[src/rtl/rx_pkg.sv]
// Shared definitions for the UART rx path: deserializer state encoding and
// the default word/block geometry used by both the deserializer and the rx block buffer.
package rx_pkg;

  typedef enum logic [1:0] {
    ST_IDLE = 2'd0,
    ST_FILL = 2'd1,
    ST_HOLD = 2'd2
  } rx_state_e;

  localparam int unsigned RX_BYTE_W = 8;
  localparam int unsigned RX_NBYTES = 16;

endpackage

[src/rtl/rx_idle_timer.sv]
// Idle-cycle timer: clears on i_clear, counts while i_count, pulses o_expire
// combinationally on the cycle the count would reach LIMIT.
module rx_idle_timer #(
  parameter int unsigned LIMIT = 65535
) (
  input  logic i_clk,
  input  logic i_reset,
  input  logic i_clear,
  input  logic i_count,
  output logic o_expire
);

  localparam int unsigned TW = $clog2(LIMIT + 1);

  logic [TW-1:0] r_count;

  assign o_expire = i_count && !i_clear && (r_count == TW'(LIMIT - 1));

  always_ff @(posedge i_clk) begin
    if (i_reset || i_clear || o_expire) begin
      r_count <= '0;
    end else if (i_count) begin
      r_count <= r_count + TW'(1);
    end
  end

endmodule

[src/rtl/rx_block_deser.sv]
// Byte-to-block deserializer with ready/valid output and overrun flag.
// Define RX_BLOCK_DESER_TIMEOUT_EN to flush partial blocks after TIMEOUT_CYC idle cycles.
module rx_block_deser
  import rx_pkg::*;
#(
  parameter int unsigned BYTE_W      = RX_BYTE_W,
  parameter int unsigned NBYTES      = RX_NBYTES,
  parameter bit          MSB_FIRST   = 1'b1,
  parameter int unsigned TIMEOUT_CYC = 65535
) (
  input  logic                     clk,
  input  logic                     reset,
  input  logic [BYTE_W-1:0]        din,
  input  logic                     din_valid,
  output logic [BYTE_W*NBYTES-1:0] dout,
  output logic                     dout_valid,
  input  logic                     dout_ready,
  output logic                     busy,
  output logic                     overrun,
  output logic                     timeout
);

  localparam int unsigned W  = BYTE_W * NBYTES;
  localparam int unsigned CW = $clog2(NBYTES + 1);
  localparam logic [CW-1:0] CntLast = CW'(NBYTES - 1);

  if (NBYTES < 1 || NBYTES > 256) begin : g_bad_nbytes
    $error("rx_block_deser: NBYTES must be in 1..256");
  end
  if (TIMEOUT_CYC < 1) begin : g_bad_timeout
    $error("rx_block_deser: TIMEOUT_CYC must be at least 1");
  end

  rx_state_e     r_state;
  logic [CW-1:0] r_cnt;
  logic [W-1:0]  r_sr;
  logic          r_dout_valid;
  logic          r_overrun;
  logic          r_timeout;

  logic [W-1:0]  w_sr_shift;
  logic [W-1:0]  w_sr_load;
  logic          w_expire;

  // w_sr_load starts a fresh block; stale words are pushed out before it completes.
  if (NBYTES == 1) begin : g_one
    assign w_sr_shift = din;
    assign w_sr_load  = din;
  end else if (MSB_FIRST) begin : g_msb
    assign w_sr_shift = {r_sr[W-BYTE_W-1:0], din};
    assign w_sr_load  = {{(W - BYTE_W){1'b0}}, din};
  end else begin : g_lsb
    assign w_sr_shift = {din, r_sr[W-1:BYTE_W]};
    assign w_sr_load  = {din, {(W - BYTE_W){1'b0}}};
  end

`ifdef RX_BLOCK_DESER_TIMEOUT_EN
  rx_idle_timer #(
    .LIMIT (TIMEOUT_CYC)
  ) u_idle_timer (
    .i_clk    (clk),
    .i_reset  (reset),
    .i_clear  (din_valid || (r_state != ST_FILL)),
    .i_count  (r_state == ST_FILL),
    .o_expire (w_expire)
  );
`else
  assign w_expire = 1'b0;
`endif

  always_ff @(posedge clk) begin
    if (reset) begin
      r_state      <= ST_IDLE;
      r_cnt        <= '0;
      r_sr         <= '0;
      r_dout_valid <= 1'b0;
      r_overrun    <= 1'b0;
      r_timeout    <= 1'b0;
    end else begin
      r_overrun <= 1'b0;
      r_timeout <= 1'b0;
      unique case (r_state)
        ST_IDLE: begin
          if (din_valid) begin
            r_sr  <= w_sr_load;
            r_cnt <= CW'(1);
            if (NBYTES == 1) begin
              r_state      <= ST_HOLD;
              r_dout_valid <= 1'b1;
            end else begin
              r_state <= ST_FILL;
            end
          end
        end
        ST_FILL: begin
          if (din_valid) begin
            r_sr  <= w_sr_shift;
            r_cnt <= r_cnt + CW'(1);
            if (r_cnt == CntLast) begin
              r_state      <= ST_HOLD;
              r_dout_valid <= 1'b1;
            end
          end else if (w_expire) begin
            r_state   <= ST_IDLE;
            r_cnt     <= '0;
            r_timeout <= 1'b1;
          end
        end
        ST_HOLD: begin
          if (dout_ready) begin
            if (din_valid) begin
              r_sr  <= w_sr_load;
              r_cnt <= CW'(1);
              if (NBYTES == 1) begin
                r_dout_valid <= 1'b1;
              end else begin
                r_state      <= ST_FILL;
                r_dout_valid <= 1'b0;
              end
            end else begin
              r_state      <= ST_IDLE;
              r_cnt        <= '0;
              r_dout_valid <= 1'b0;
            end
          end else if (din_valid) begin
            r_overrun <= 1'b1;
          end
        end
        default: r_state <= ST_IDLE;
      endcase
    end
  end

  // The shift register is frozen in HOLD, so it serves directly as the block output.
  assign dout       = r_sr;
  assign dout_valid = r_dout_valid;
  assign busy       = (r_state == ST_FILL);
  assign overrun    = r_overrun;
  assign timeout    = r_timeout;

endmodule

[config.mk]
export PLATFORM = sky130hd
export DESIGN_NAME = rx_block_deser
export DESIGN_NICKNAME = d
export VERILOG_FILES = /design/src/rtl/rx_pkg.sv /design/src/rtl/rx_idle_timer.sv /design/src/rtl/rx_block_deser.sv
export SDC_FILE = /design/constraint.sdc
export NUM_CORES = 1
export LEC_CHECK = 0
export BUFFER_PORTS_ARGS = -buffer_cell sky130_fd_sc_hd__clkbuf_2
export CELL_PAD_IN_SITES_DETAIL_PLACEMENT = 2
export CELL_PAD_IN_SITES_GLOBAL_PLACEMENT = 2
export CORE_ASPECT_RATIO = 1.5
export CORE_MARGIN = 2
export CORE_UTILIZATION = 32
export CTS_CLUSTER_DIAMETER = 60
export DETAILED_ROUTE_END_ITERATION = 8
export PLACE_DENSITY_LB_ADDON = 0.12
export SYNTH_ARGS = -nofsm -noshare
export SYNTH_HDL_FRONTEND = slang
export SYNTH_SLANG_ARGS = --single-unit
[constraint.sdc]
create_clock -name clk -period 3.26 [get_ports clk]
set_clock_uncertainty 0.1 [all_clocks]
set_input_delay 0.815 -clock clk [delete_from_list [all_inputs] [get_ports clk]]
set_output_delay 0.815 -clock clk [all_outputs]
set_load 0.01 [all_outputs]
# Word level (Yosys, flattened, before mapping)
# Index checks and enable logic that the tools add are counted.
# word_totals
regBits	137
out_inout_bits	132
word_cells	42
# op_classes
n_addsub	1
n_eq_ne	7
muxes	20
n_bitwise	1
reduce_logical	8
# op_table
operator	count
$mux W128	3
$pmux W128 S3	1
$mux W5	3
$pmux W5 S3	1
$reduce_and A4 Y1	3
$mux W2	4
$mux W1	6
$ne A2 B2 Y1 const B	3
$pmux W2 S3	1
$add A5 B1 Y5 const B	1
$eq A5 B4 Y1 const B	1
$reduce_and A3 Y1	1
$reduce_bool A3 Y1	1
$reduce_or A3 Y1	1
$eq A2 B1 Y1 const B	1
$eq A2 B2 Y1 const B	1
$logic_not A2 Y1	1
$ne A2 B1 Y1 const B	1
$pmux W1 S2	1
$reduce_bool A2 Y1	1
$not A1 Y1	1

# Longest topological paths before layout
# Gate-level depths: netlist (run 1).
# depth
depth_word	4
depth_mapped	8
mapped_depth_nobuf	7

# Least setup slack after synthesis (run 1)
# No wires, ideal clock.
# synth_timing
path_kind	input port to flip-flop
from	input port reset
to	register r_sr[100] (netlist: dout[100])
setup_ps	132
arrival_time_ps	1582
required_ps	3028
slack_ps	1446
cell_stages	4
cell_sequence	buf_2 > clkbuf_1 > clkbuf_1 > a21oi_1
# synth_rtl
item	line_no	text
from (decl)	rx_block_deser.sv:12	input logic reset,
to (signal assigned)	rx_block_deser.sv:85	r_sr <= w_sr_load;
to (signal assigned)	rx_block_deser.sv:97	r_sr <= w_sr_shift;
to (signal assigned)	rx_block_deser.sv:112	r_sr <= w_sr_load;
to (decl)	rx_block_deser.sv:36	logic [W-1:0] r_sr;
# No word-level cell between the ends.

# Worst setup path after layout (run 1)
# layout_timing
from	register r_state[0]
to	register r_sr[13] (netlist: dout[13])
# layout_between
elab_chain_len	3
elab_cells_between_ends	8
cone_classes	4 x eq/ne; 1 x mux; 3 x reduce/logical
# layout_rtl
item	line_no	text
from (decl)	rx_block_deser.sv:34	rx_state_e r_state;
from (signal assigned)	rx_block_deser.sv:73	r_state <= ST_IDLE;
from (signal assigned)	rx_block_deser.sv:88	r_state <= ST_HOLD;
from (signal assigned)	rx_block_deser.sv:91	r_state <= ST_FILL;
$eq A2 B2 Y1, or another cell as far along	rx_block_deser.sv:82	unique case (r_state)
$ne A2 B2 Y1 (no source line) or $reduce_bool A3 Y1 (tied branches)	-	
$reduce_and A3 Y1 (no source line)	-	
# Several ways; a longest one is shown, not always the timed one.
# A chain may end at the register's enable or synchronous reset.

==> results_dict.tcl, run 1 <==
set metrics [dict create \
    status "completed" \
    synth.avg_cell_area_sq_um 8.254 \
    setup_viol 0 \
    diodes 0 \
    fmax_mhz 412.8 \
    grt_usage_pct 20.15 \
    synth_top_area_cell "dfxtp_1" \
    critPathCapture "dout[13]$_SDFFE_PP0P_" \
    post-dp-hpwl_mm 11.27 \
    seq_area_frac_synth_pct 52.58 \
    grt_setup_unrepaired "false" \
    place.gp.congestion 0.7288 \
    final_cells 963 \
    ctsHoldBuffers 0 \
    place_inst 931 \
    worstPathRequired_ps 3490 \
    cts_root_buf "clkbuf_16" \
    yosys_warnings 0 \
    cp.arrival_ps 2650 \
    synth_top_area_share_pct 52.58 \
    tightest_slew_ps 663.9 \
    cellLeakagePower_nw 2.488 \
    timing.rr.start "r_state[0]$_SDFFE_PP0P_" \
    finalHoldViolCount 0 \
    cts_setup_buffers 0 \
    synth_cells 632 \
    pin_count 144 \
    grt_pass1_vias 5063 \
    end_kind "flop" \
    synthDistinctLibCells 31 \
    drt_iter0_markers 145 \
    avgViaCountPerCell 5.141 \
    tns_ps 0 \
    cts_buffers 17 \
    routedWlPerCell_um 17.51 \
    relSlewSlack_pct 55.74 \
    reg2reg_to "dout[13]$_SDFFE_PP0P_" \
    die_y_um 160.4 \
    initial_utilization_pct 32.51 \
    design.core.area_sq_um 16050 \
    area_growth_pct 25.81 \
    drive_above_1_share_pct 24.83 \
    grt_max_degree 66 \
    cts-htree-levels 4 \
    cp-startpoint "r_state[0]$_SDFFE_PP0P_" \
    reg2reg_slack_ps 840 \
    synth_area_leaders "dfxtp_1 53%, a21oi_1 13%, nand3_1 12%, nand2_1 10%, buf_6 2.6%" \
    clock_sinks 137 \
    report.final.slew_viol_count 0 \
    clk-insertion-delay-late_ps 410 \
    drt-pass1-iter-count 5 \
    portBuffers 142 \
    synthesis.nets 650 \
    routed_wl_mm 16.87 \
    grt-ovfl-total 0 \
    vdd.ir_drop.worst_v 0.0003157 \
    dieArea_sq_um 17360 \
    ys_ff_latch 137 \
    ctsLongestPathBuffers 2 \
    cap_violations 0 \
    cts_tree "done" \
    r2r_cells 7 \
    clk_pin_slew_ps 60 \
    critical_path_class "flop to flop" \
    num_vias 4951 \
    syn-cell-area_sq_um 5216 \
    worstPathMaxFanout 42 \
    nets 762 \
    p_per_area_nw_per_um2 709.4 \
    period_minus_slack_ps 2423 \
    finalCritPeriodShare_pct 74.31 \
    cts-resized-gates 0 \
    hp-class "flop to flop" \
    fillerInstances 1905 \
    worstSetupStartpointType "flop" \
    drcViolationCount 0 \
    die_w_um 108.2 \
    postRouteAntennaNets 0 \
    grt_pass1_wl_mm 27.77 \
    rows 57 \
    antenna_found_initial 0 \
]
==> critical path, cell delays in order (launching register included) <==
cell and delay [ps]:
dfxtp_1 450, inv_1 130, ha_1 290, nand2b_1 200
o211a_4 530, buf_4 340, nand3_1 130, a21oi_1 180
==> worst min-delay path by stage <==
| stage | start | endpoint | slack [ps] | cells past startpoint |
|---|---|---|---|---|
| after floorplan | r_cnt[4]$_SDFFE_PP0P_ | r_cnt[4]$_SDFFE_PP0P_ | 360 | 2 |
| after global placement | dout[120]$_SDFFE_PP0P_ | dout[120]$_SDFFE_PP0P_ | 340 | 2 |
| after detailed placement | dout[127]$_SDFFE_PP0P_ | dout[127]$_SDFFE_PP0P_ | 350 | 2 |
| after CTS | dout[127]$_SDFFE_PP0P_ | dout[127]$_SDFFE_PP0P_ | 360 | 2 |
| after global routing | dout[69]$_SDFFE_PP0P_ | dout[69]$_SDFFE_PP0P_ | 380 | 2 |
| final | dout[127]$_SDFFE_PP0P_ | dout[127]$_SDFFE_PP0P_ | 350 | 2 |
==> cells by family after synthesis <==
| kind of cell | Yosys count | synth area share [%] |
|---|---|---|
| AOI/OAI and AO/OA | 141 | 14.13 |
| other | 1 | 0.07189 |
| DFF | 137 | 52.58 |
| adders and majority gates | 6 | 1.439 |
| and+or+nand+nor | 282 | 24.18 |
| buffers and inverters | 61 | 6.836 |
| muxes | 4 | 0.7676 |
==> synth_stat cells <==
cell      number
nand3_1      121
and3_1         2
buf_4          4
nor2_1         7
nor2b_1        3
buf_2         18
nor2b_2        1
nand4b_1       1
a211oi_1       2
nor3_1         3
o21ba_2        1
ha_1           6
nor3b_1        1
mux2i_1        4
nand2b_1       1
buf_6         12
o211a_1        1
nand4_1        1
o211ai_2       1
or2b_1         1
dfxtp_1      137
buf_1          8
conb_1         1
a311oi_1       1
inv_1          3
clkbuf_1      16
o211ai_1       1
a21oi_1      133
nor3_4         1
nand2_1      139
o31ai_1        1
==> where the power goes <==
group | switching [mW] | leakage [nW] | internal (mW)
Combinational | 0.746 | 1.11 | 0.221
Sequential | 0.0451 | 1.11 | 1.72
Clock | 0.772 | 0.277 | 1.16
Total | 1.56 | 2.49 | 3.09
==> flip-flops by register name, summed over array words and instances, names as in the netlist <==
register,count
dout,128
r_cnt,5
r_state,2
dout_valid,1
overrun,1
==> cell type report <==
class	instances	area, sq um	area share [%]
Sequential cell	137	2743	41.79
Inverter	3	11.26	0.1716
Clock buffer	19	442.9	6.749
Tap cell	206	257.7	3.928
Clock inverter	13	143.9	2.193
Timing Repair Buffer	151	818.3	12.47
Multi-Input combinational cell	434	2146	32.70
==> cell usage in the layout (no fill, tap or decap), types with 2 or more instances in the layout <==
cell type / netlist / final
a211oi_1: 2 / 2
inv_1: 3 / 3
a21oi_1: 133 / 133
nor2b_1: 3 / 3
inv_6: 0 / 4
nor3_1: 3 / 3
nand3_1: 121 / 121
ha_1: 6 / 5
clkbuf_16: 0 / 17
buf_12: 0 / 3
clkbuf_2: 0 / 141
nand2_1: 139 / 139
dfxtp_1: 137 / 137
clkinvlp_4: 0 / 4
clkinv_2: 0 / 2
bufinv_16: 0 / 2
mux2i_1: 4 / 4
nor2_1: 7 / 7
and3_1: 2 / 2
buf_4: 4 / 7
==> layer usage <==
| layer | GRT usage (%) | up-vias | wire length [um] |
|---|---|---|---|
| li1 | - | 2374 | - |
| met5 | 0 | - | 0 |
| met2 | 35.73 | 90 | 9101 |
| met4 | 5.186 | 0 | 153 |
| met3 | 3.896 | 10 | 546 |
| met1 | 24.74 | 2477 | 7063 |
==> through the flow <==
| step | util [%] | hold slack, ps | instance area, sq um | setup WS (ps) | power [mW] |
|---|---|---|---|---|---|
| after floorplan | - | 360.4 | 5216 | 1446 | 2.593 |
| after global placement | 37.24 | 341.4 | 5976 | 831.8 | 2.749 |
| after detailed placement | 37.24 | 354.6 | 5976 | 773.9 | 2.781 |
| after CTS | 40.90 | 364.0 | 6563 | 809.1 | 4.729 |
| after global routing | 40.90 | 376.9 | 6563 | 602.0 | 4.906 |
| final | 40.90 | 354.6 | 6563 | 837.4 | 4.656 |
Note: power is estimated with default switching activity, not from simulation.
==> inputs of run 2 (changes only) <==
--- a/config.mk
+++ b/config.mk
@@ -10,7 +10,7 @@
 export CELL_PAD_IN_SITES_GLOBAL_PLACEMENT = 2
 export CORE_ASPECT_RATIO = 1.5
 export CORE_MARGIN = 2
-export CORE_UTILIZATION = 32
+export CORE_UTILIZATION = 29
 export CTS_CLUSTER_DIAMETER = 60
 export DETAILED_ROUTE_END_ITERATION = 8
 export PLACE_DENSITY_LB_ADDON = 0.12
==> constraint.sdc (replaced) <==
create_clock -name clk -period 2.46 [get_ports clk]
set_clock_uncertainty 0.1 [all_clocks]
set_input_delay 0.615 -clock clk [delete_from_list [all_inputs] [get_ports clk]]
set_output_delay 0.615 -clock clk [all_outputs]
set_load 0.01 [all_outputs]
==> results_dict.tcl, run 2 (synthesis gave the netlist of run 1 again) <==
set metrics [dict create \
    crit_chain "inv_1, ha_4, buf_6, clkbuf_2" \
    holdPathStages 3 \
    routedWlPerCell_um 17.70 \
    reg2reg_to "dout[63]$_SDFFE_PP0P_" \
    grt_usage_pct 18.54 \
    rows 60 \
    avgViaCountPerCell 5.063 \
    cts_root_buf "clkbuf_16" \
    pin_count 144 \
    place.gp.congestion 0.7052 \
    portBuffers 142 \
    fin_ws_ps 140.8 \
    reg2reg_slack_ps 240 \
    hold_path_end "dout[6]$_SDFFE_PP0P_" \
    finalHoldViolCount 0 \
    fmax_mhz 431.2 \
    largest_reg_flops 128 \
    mostFrequentLayoutCells "141 x clkbuf_2, 139 x nand2_1, 137 x dfxtp_1, 133 x a21oi_1, 121 x nand3_1" \
    p_per_area_nw_per_um2 941.3 \
    antenna_found_initial 0 \
    dieArea_sq_um 19100 \
    r2r_cells 7 \
    design.core.area_sq_um 17790 \
    report.final.slew_viol_count 0 \
    hp-class "primary input to flop" \
    routed_wl_mm 17.27 \
    min_from "din[6]" \
    tns_ps 0 \
    cp-startpoint "r_state[1]$_SDFFE_PP0P_" \
    cp.buffers_inverters 3 \
    hold_ws_ps 315.7 \
    grt_setup_unrepaired "false" \
    critical_path_class "flop to output port" \
    layout_commonest_cell "clkbuf_2" \
    finalCritPeriodShare_pct 94.28 \
    period_minus_slack_ps 2319 \
    place_ws_ps 285.6 \
    slowest_stage "dfxtp_1" \
    end_kind "output port" \
    ctsHoldBuffers 0 \
    cellLeakagePower_nw 2.532 \
    clock_sinks 137 \
    num_vias 4941 \
    drt_iter0_markers 241 \
    status "completed" \
    worstPathMaxFanout 47 \
    clk-insertion-delay-late_ps 420 \
    grt_max_degree 80 \
    area_growth_pct 27.56 \
    critPathMaxStageDelay_ps 350 \
    cts_buffers 17 \
    cp_top_family "buffers and inverters" \
    nets 764 \
    setup_viol 0 \
    worstSetupStartpointType "flop" \
    vdd.ir_drop.worst_v 0.0004034 \
    diodes 0 \
    cts-htree-levels 4 \
    grt_pass1_vias 5159 \
    post-dp-hpwl_mm 11.60 \
    cts_tree "done" \
    drcViolationCount 0 \
    die_w_um 113.5 \
    initial_utilization_pct 29.32 \
    postRouteAntennaNets 0 \
    cap_violations 0 \
    ctsLongestPathBuffers 2 \
    drive_above_1_share_pct 24.90 \
    timing.rr.start "r_state[0]$_SDFFE_PP0P_" \
    grt_pass1_wl_mm 28.21 \
    die_y_um 168.3 \
    grt-ovfl-total 0 \
    drt-pass1-iter-count 4 \
    cp.arrival_ps 1600 \
    worstPathRequired_ps 1750 \
    clk_pin_slew_ps 60 \
]
-- run 2: where the power goes --
part / total, mW / switching (mW) / internal [mW]
clock: 2.51 / 0.970 / 1.54
combinational: 1.42 / 1.04 / 0.373
sequential: 2.33 / 0.0571 / 2.27
total: 6.26 / 2.07 / 4.19
-- run 2: worst max-delay path by stage --
stage / to / slack (ps) / cells after the start
2_1_floorplan: dout[67]$_SDFFE_PP0P_ / 770 / 8
3_3_place_gp: dout[127]$_SDFFE_PP0P_ / 410 / 7
3_5_place_dp: dout[35]$_SDFFE_PP0P_ / 290 / 7
4_1_cts: busy / 100 / 4
5_1_grt: busy / 20 / 4
6_report: busy / 140 / 4
-- run 2: timing repair --
| action | 4_1_cts | 5_1_grt |
|---|---|---|
| gates resized for setup | 1 | 0 |
| endpoints found under the setup margin | 1 | 0 |
| setup buffers | 0 | 0 |
| hold endpoints to repair | 0 | 0 |
-- run 2: stage by stage --
step                      std cells  power, mW  area, sq um  utilization (%)
after detailed placement        944      3.818         6067            34.10
after CTS                       976      6.370         6654            37.40
final                           976      6.263         6654            37.40
after global placement          944      3.759         6067            34.10
after floorplan                 632      3.436         5216                -
after global routing            976      6.596         6654            37.40
-- run 2: final cells by class --
class                      instances  area (sq um)
sequential                       137          2743
fill                            2043         11140
inverter                           3         11.26
timing repair buffer             153         899.6
tap                              217         271.5
multi-input combinational        434          2146
clock inverter                    11         122.6
clock buffer                      21         460.4
-- run 2: worst reg2reg max path: stages (launching register included) --
cell and delay [ps]:
dfxtp_1 430, inv_1 120, ha_1 280, nand2b_1 210, o211a_4 430, buf_12 250, nand3_1 140, a21oi_1 200
-- run 2: metal layers --
layer | wire, um | part of all wire, % | up-vias | track usage, %
met2 | 9115 | 53 | 95 | 32.75
met5 | 0 | 0 | - | 0
met4 | 250 | 1.4 | 0 | 5.514
met1 | 7274 | 42 | 2442 | 22.18
met3 | 631 | 3.7 | 20 | 4.392
li1 | - | - | 2384 | -
